[src/rtl/bus_arbiter_2x1_pkg.sv]
// Shared types for the 2:1 bus arbiter: bus width, FSM states
// and the round-robin pick used on grant and release.
package bus_arbiter_2x1_pkg;

  localparam int BUS_W = 16;

  typedef enum logic [1:0] {
    ST_IDLE  = 2'b00,
    ST_OWN_A = 2'b01,
    ST_OWN_B = 2'b10
  } state_t;

  // ls: last served, 0=A 1=B; a tie goes to the other side
  function automatic state_t arb_pick(
    input logic req_a,
    input logic req_b,
    input logic ls
  );
    state_t pick;
    pick = ST_IDLE;
    case ({req_a, req_b})
      2'b10:   pick = ST_OWN_A;
      2'b01:   pick = ST_OWN_B;
      2'b11:   pick = ls ? ST_OWN_A : ST_OWN_B;
      default: pick = ST_IDLE;
    endcase
    return pick;
  endfunction

endpackage

[src/rtl/bus_arbiter_2x1_mux.sv]
// Plain 2:1 data mux; the arbiter drives its select from a register.
module bus_arbiter_2x1_mux #(
  parameter int W = 16
) (
  input  logic         i_sel,
  input  logic [W-1:0] i_d0,
  input  logic [W-1:0] i_d1,
  output logic [W-1:0] o_y
);

  assign o_y = i_sel ? i_d1 : i_d0;

endmodule

[src/rtl/bus_arbiter_2x1.sv]
// Round-robin owner of the shared 16-bit bus: fetch (A) vs data (B),
// released on the last accepted beat or after a bounded hold.
module bus_arbiter_2x1
  import bus_arbiter_2x1_pkg::*;
#(
  parameter int MAX_CYCLES = 16,
  parameter int CNT_W      = 5
) (
  input  logic             i_clk,
  input  logic             i_reset,
  input  logic             i_req_a,
  input  logic             i_req_b,
  input  logic [BUS_W-1:0] i_data_a,
  input  logic [BUS_W-1:0] i_data_b,
  input  logic             i_last_a,
  input  logic             i_last_b,
  input  logic             i_bus_ready,
  output logic [BUS_W-1:0] o_bus_data,
  output logic             o_bus_valid,
  output logic             o_bus_last,
  output logic             o_grant_a,
  output logic             o_grant_b,
  output logic             o_ready_a,
  output logic             o_ready_b,
  output logic             o_sel,
  output logic             o_timeout
);

  state_t           r_state;
  state_t           w_state_nxt;
  logic             r_ls;
  logic             w_ls_nxt;
  logic             r_sel;
  logic             w_sel_nxt;
  logic             r_to;
  logic             w_to_nxt;
  logic [CNT_W-1:0] r_cnt;
  logic [CNT_W-1:0] w_cnt_nxt;

  logic w_own_a;
  logic w_own_b;
  logic w_owned;
  logic w_accept;
  logic w_done;
  logic w_expire;
  logic w_release;

  assign w_own_a = (r_state == ST_OWN_A);
  assign w_own_b = (r_state == ST_OWN_B);
  assign w_owned = w_own_a | w_own_b;

  assign o_bus_valid = (w_own_a & i_req_a)
                     | (w_own_b & i_req_b);
  assign o_bus_last  = (w_own_a & i_last_a)
                     | (w_own_b & i_last_b);
  assign o_ready_a   = w_own_a & i_req_a & i_bus_ready;
  assign o_ready_b   = w_own_b & i_req_b & i_bus_ready;

  assign w_accept  = o_bus_valid & i_bus_ready;
  assign w_done    = w_accept & o_bus_last;
  // a final beat on the last allowed cycle wins over the timeout
  assign w_expire  = w_owned & ~w_done
                   & (r_cnt == CNT_W'(MAX_CYCLES - 1));
  assign w_release = w_done | w_expire;

  always_comb begin
    w_state_nxt = r_state;
    w_ls_nxt    = r_ls;
    w_to_nxt    = 1'b0;
    w_cnt_nxt   = r_cnt;
    w_sel_nxt   = r_sel;

    if (r_state == ST_IDLE) begin
      w_state_nxt = arb_pick(i_req_a, i_req_b, r_ls);
    end else if (w_release) begin
      w_ls_nxt    = w_own_b;
      w_to_nxt    = w_expire;
      w_state_nxt = arb_pick(i_req_a, i_req_b, w_own_b);
    end

    if (w_state_nxt != ST_IDLE &&
        (r_state == ST_IDLE || w_release)) begin
      w_cnt_nxt = '0;
    end else if (w_owned) begin
      w_cnt_nxt = r_cnt + 1'b1;
    end

    if (w_state_nxt == ST_OWN_A) begin
      w_sel_nxt = 1'b0;
    end else if (w_state_nxt == ST_OWN_B) begin
      w_sel_nxt = 1'b1;
    end
  end

  always_ff @(posedge i_clk) begin
    if (i_reset) begin
      r_state <= ST_IDLE;
      r_ls    <= 1'b1;
      r_sel   <= 1'b0;
      r_cnt   <= '0;
      r_to    <= 1'b0;
    end else begin
      r_state <= w_state_nxt;
      r_ls    <= w_ls_nxt;
      r_sel   <= w_sel_nxt;
      r_cnt   <= w_cnt_nxt;
      r_to    <= w_to_nxt;
    end
  end

  assign o_grant_a = w_own_a;
  assign o_grant_b = w_own_b;
  assign o_sel     = r_sel;
  assign o_timeout = r_to;

  bus_arbiter_2x1_mux #(
    .W(BUS_W)
  ) u_mux (
    .i_sel(r_sel),
    .i_d0 (i_data_a),
    .i_d1 (i_data_b),
    .o_y  (o_bus_data)
  );

endmodule

[config.mk]
export PLATFORM = sky130hd
export DESIGN_NAME = bus_arbiter_2x1
export DESIGN_NICKNAME = d
export VERILOG_FILES = /design/src/rtl/bus_arbiter_2x1_pkg.sv /design/src/rtl/bus_arbiter_2x1_mux.sv /design/src/rtl/bus_arbiter_2x1.sv
export SDC_FILE = /design/constraint.sdc
export NUM_CORES = 1
export LEC_CHECK = 0
export BUFFER_PORTS_ARGS = -buffer_cell sky130_fd_sc_hd__buf_2
export CAP_MARGIN = 10
export CORE_MARGIN = 4
export CORE_UTILIZATION = 41
export CTS_CLUSTER_DIAMETER = 50
export CTS_CLUSTER_SIZE = 24
export DETAILED_ROUTE_END_ITERATION = 8
export PLACE_DENSITY = 0.78
export SLEW_MARGIN = 40
export SYNTH_ARGS = -nofsm -noshare
export SYNTH_HDL_FRONTEND = slang
export SYNTH_HIERARCHICAL = 1
export SYNTH_SLANG_ARGS = --single-unit
[constraint.sdc]
create_clock -name i_clk -period 2.4 [get_ports i_clk]
set_clock_uncertainty 0.1 [all_clocks]
set_input_delay 0 -clock i_clk [delete_from_list [all_inputs] [get_ports i_clk]]
set_output_delay 0 -clock i_clk [all_outputs]
set_load 0.01 [all_outputs]
==> results of run 1 <==
worst paths after layout:
path,from,to,cells after the start
worst max-delay path,r_cnt[0],r_cnt[4],8
worst max register to register,r_cnt[0],r_cnt[4],8
worst min-delay path,i_bus_ready,r_state[0],5
worst min register to register,r_cnt[3],r_cnt[3],2
cell type report:
cell class,count,area share
well taps,27,0.0270
inverters,5,0.0150
multi-input cells,68,0.507
clock buffers,4,0.0290
flip-flops and latches,10,0.160
repair buffers,64,0.262
layout by cell type, fill, tap and decap left out, types with 2 or more instances in the layout:
cell and count:
o211ai_1 2, dfxtp_1 10, a22o_2 2, clkbuf_4 3, ha_1 5, buf_2 62
nand3_1 2, mux2_2 7, nand2_1 2, a21oi_1 3, and3_1 3, xor2_1 2
inv_1 5, nor2_1 7, mux2_4 10, a211o_1 2
what timing repair did:
| action | in CTS | in global routing |
|---|---|---|
| hold buffers | 1 | 0 |
| gates resized for setup | 0 | 0 |
| hold endpoints to repair | 5 | 0 |
power groups by stage:
stage | sequential, mW | combinational (mW) | clock (mW)
finish | 0.185 | 0.260 | 0.153
global route | 0.188 | 0.284 | 0.168
CTS | 0.186 | 0.263 | 0.156
detailed placement | 0.190 | 0.261 | 0
global placement | 0.189 | 0.253 | 0
floorplan | 0.186 | 0.185 | 0
cell families (layout without fill, tap and decap cells):
family	after synthesis	in the layout	share of synthesized area
DFF	10	10	0.222
adders and majority gates	5	5	0.0693
muxes	18	18	0.265
and+or+nand+nor	22	22	0.140
xor gates and xnor gates	3	3	0.0291
buffers and inverters	10	73	0.0776
AOI/OAI and AO/OA	20	20	0.198
layer usage:
| metal | vias to the layer above | global-route usage | share of wire |
|---|---|---|---|
| li1 | 454 | - | - |
| met1 | 387 | 0.188 | 0.40 |
| met2 | 14 | 0.258 | 0.55 |
| met3 | 4 | 0.0241 | 0.037 |
| met4 | 0 | 0.0607 | 0.011 |
| met5 | - | 0 | 0 |
stage by stage:
step	total power, mW	hold WS [ps]	setup slack (ps)	std cells	instance area (um^2)
after detailed placement	0.450	158	240	173	1200
after floorplan	0.372	-30.9	332	88	903
final	0.598	170	207	178	1250
after global placement	0.442	159	316	173	1200
after CTS	0.604	164	219	178	1250
after global routing	0.640	215	55.3	178	1250
registers in the layout, indices dropped and copies added, names as in the netlist:
signal     cells
o_sel          1
o_timeout      1
r_cnt          5
r_ls           1
r_state        2
worst max-delay path, cell delays in order, from the launching register on:
cell	delay, ps
dfxtp_1	340
ha_1	220
and3_1	190
ha_1	190
a21oi_1	230
a211o_1	160
o21ai_2	80
or3b_4	410
a211oi_2	210
==> impl_metrics.ini, run 1 <==
[worst_setup_path]
cp_max_fo = 5
cp.arrival_ps = 2280
cp-start-kind = flop
reg2reg_slack_ps = 210
setup.worst_path.class = reg -> reg
crit_required_ps = 2480
critPathCaptureType = flop

[detailed_routing]
drc_errors = 0
drt_iter0_drc = 3
drt_wl_total_um = 2330
avgViaCountPerCell = 4.83
drt_first_pass_iters = 3
wire_per_inst_um = 13.1
ant_nets = 0
vias = 859

[cts]
cts_tree = done
clock_path_buffers = 2
clk_pin_slew_worst_paths_ps = 70
cts-root-buf = clkbuf_4
cts_sinks = 10
post_cts_buffers = 0
htreeDepth = 1
cts_buffers = 3
clkLatencyLatePin_ps = 260

[pwr]
switching_share = 0.322
power_density_mw_per_mm2 = 479
ir_drop_uv = 348
p_seq_frac = 0.310
comb_power_share = 0.435
clockPowerShare = 0.255
power.switching_mw = 0.193
leakage_nw = 0.617
p_int_mw = 0.406

[timing]
layout_worst_path_cycle_share = 0.914
slew_violations = 0
slew_headroom = 0.794
max_freq_mhz = 456
setup_tns_ps = 0
finalSetupViolations = 0
worstMarginPinSlew_ps = 308
finalHoldViolCount = 0
fin_crit_ps = 2190
grt_setup_unrepaired = false

[logic_synthesis]
synth-edff-count = 0
synth_top_area_frac = 0.222
synth_largest_area_cell = dfxtp_1
synth_seq_area_share = 0.222
synthArstFlopShare = 0
ys_dominant_reg_cell = dfxtp_1
synthTopCellsByCount = dfxtp_1 (10), mux2_4 (10), mux2_2 (7), nor2_1 (7)
synth-seq-cells = 10
syn_nets = 132
syn_inst = 88
syn_area_per_cell_um2 = 10.3
yosysWarningCount = 6
synth_cell_type_count = 39
syn_area_um2 = 903
yosys-top-cells-area = dfxtp_1 (22%), mux2_4 (17%), mux2_2 (8.7%)

[global_routing]
grt_usage = 0.151
grt_pass1_wl_um = 3350
grt_overflow = 0
grt_pass1_vias = 768
grt_max_degree = 14
antenna_found_initial = 0

[placement]
post-dp-hpwl_um = 2000
numPortBuffers = 62
gp_congestion = 0.821

[cells_and_area]
diodes = 0
nets = 196
fin_util = 0.618
layout-drive-gt1-share = 0.636
final-seq-area_um2 = 200
multi_input_area_um2 = 633
area_growth_pct = 38.4
nFillCells = 179

[worst_hold_path]
hold_class = in -> reg

[floorplanning]
fp.dieH_um = 54.9
start_util = 0.447
fp.dieW_um = 54.9
num_rows = 16
pin_count = 63
die-area_mm2 = 0.00302
core_area_mm2 = 0.00202

[run_status]
status = finished clean

[run]
cap_viol_max_count = 0
Note: power is estimated with default switching activity, not from simulation.
==> run 2, diff against run 1 <==
clock period = 2.35 ns   (was 2.4 ns; I/O delays follow)
==> run 2 against run 1 <==
  * Utilization is 0.062 points higher
  * Worst hold slack got worse by 5.9 ps
  * Worst setup slack worse by 25 ps
  * Critical path depth unchanged
  * Sequential power increased by 9%
  * Die area is the same
  * Total power rose by 1.6%
  * Register-to-register slack got worse by 20 ps
==> impl_metrics.ini, run 2 (synthesis gave the netlist of run 1 again) <==
[run_status]
status = finished clean

[timing]
finalHoldViolCount = 0
max_freq_mhz = 461
fin_crit_ps = 2170
finalSetupViolations = 0
grt_setup_unrepaired = false
slew_violations = 0
fin_ws_ps = 183
setup_tns_ps = 0
slew_headroom = 0.677
layout_worst_path_cycle_share = 0.922
worstMarginPinSlew_ps = 485

[cts]
clk_pin_slew_worst_paths_ps = 70
cts_buffers = 3
htreeDepth = 1
cts-root-buf = clkbuf_4
clock_path_buffers = 2
cts_tree = done
cts_sinks = 10
clkLatencyLatePin_ps = 270
ctsResizeCount = 0
post_cts_buffers = 0

[detailed_routing]
drt_first_pass_iters = 2
vias = 869
avgViaCountPerCell = 4.88
ant_nets = 0
drt_iter0_drc = 7
wire_per_inst_um = 13.1
drt_wl_total_um = 2330
drc_errors = 0

[worst_setup_path]
crit_required_ps = 2450
critPathCaptureType = flop
cp-start-kind = flop
startpoint = r_state[0]
cp.arrival_ps = 2260
cp_max_fo = 10
r2r-start = r_state[0]
setup.worst_path.class = reg -> reg

[cells_and_area]
largest_reg_flops = 5
area_growth_pct = 38.5
final-seq-area_um2 = 201
largest-register = r_cnt
largestRegisters = r_cnt (5), r_state (2)
layout.cells.non_filler = 178
multi_input_area_um2 = 633
layout-drive-gt1-share = 0.642
final_cell_mix = buf_2 (62), mux2_4 (10), dfxtp_1 (9), mux2_2 (7), nor2_1 (7)
nets = 196
layout_commonest_cell = buf_2
diodes = 0
nFillCells = 194

[pwr]
switching_share = 0.317
power.switching_mw = 0.193
p_int_mw = 0.415
ir_drop_uv = 456
p_total_mw = 0.608
clockPowerShare = 0.252
p_seq_frac = 0.331
power_density_mw_per_mm2 = 486
comb_power_share = 0.417
leakage_nw = 0.618

[worst_hold_path]
holdCritStartpoint = i_bus_ready
hold_class = in -> reg

[global_routing]
grt_pass1_vias = 798
grt_overflow = 0
grt_pass1_wl_um = 3280
grt_usage = 0.151
antenna_found_initial = 0
grt_max_degree = 18

[placement]
numPortBuffers = 62
dp.cells = 173
dp_slack_ps = 192
post-dp-hpwl_um = 1970
gp_congestion = 0.815

[floorplanning]
num_rows = 16
die-area_mm2 = 0.00302
fp.dieW_um = 54.9
pin_count = 63
fp.dieH_um = 54.9
core_area_mm2 = 0.00202
start_util = 0.447

[run]
cap_viol_max_count = 0
-- run 2: cell counts in the layout (fill, tap and decap cells not counted) --
No cell type changed its count.
-- run 2: layout make-up --
class | instances | share of cell area
Multi-Input combinational cell | 68 | 0.506
Timing Repair Buffer | 64 | 0.262
Tap cell | 27 | 0.0270
Sequential cell | 10 | 0.161
Inverter | 5 | 0.0150
Clock buffer | 4 | 0.0290
-- run 2: timing repair --
action,4_1_cts,5_1_grt
hold endpoints to repair,5,0
hold buffers,1,0
endpoints found under the setup margin,0,0
-- run 2: path summary, 6_finish.rpt --
path	cells after the start	slack, ps	end
max	8	180	r_cnt[4]
min	5	160	r_state[0]
max reg2reg	8	180	r_cnt[4]
min reg2reg	2	410	r_cnt[4]
-- run 2: power by group through the flow --
stage                     clock (mW)  combinational, mW  sequential (mW)
final                          0.153              0.253            0.201
after global routing           0.175              0.277            0.203
after CTS                      0.161              0.257            0.201
after detailed placement           0              0.255            0.204
after global placement             0              0.250            0.203
after floorplan                    0              0.189            0.190
-- run 2: metal layers --
layer	wire length [um]	track usage	vias up	part of all wire
met5	0	0	-	0
met4	17	0.0486	0	0.0073
met3	90	0.0483	4	0.039
met2	1330	0.270	15	0.57
met1	896	0.168	400	0.38
li1	-	-	450	-
-- run 2: stage by stage --
stage | cell area (um^2) | hold WS, ps | util
global route | 1250 | 187 | 0.619
global placement | 1200 | 162 | 0.595
finish | 1250 | 164 | 0.619
detailed placement | 1200 | 161 | 0.595
CTS | 1250 | 147 | 0.618
floorplan | 903 | -30.9 | -
-- run 2: critical path, cell delays in order, from the launching register on --
cell       delay (ps)
dfxtp_1           360
inv_1              70
ha_1              310
and3_4            200
a31oi_4           150
a2111oi_2          90
nor2_2            180
or3b_4            430
a211oi_2          190
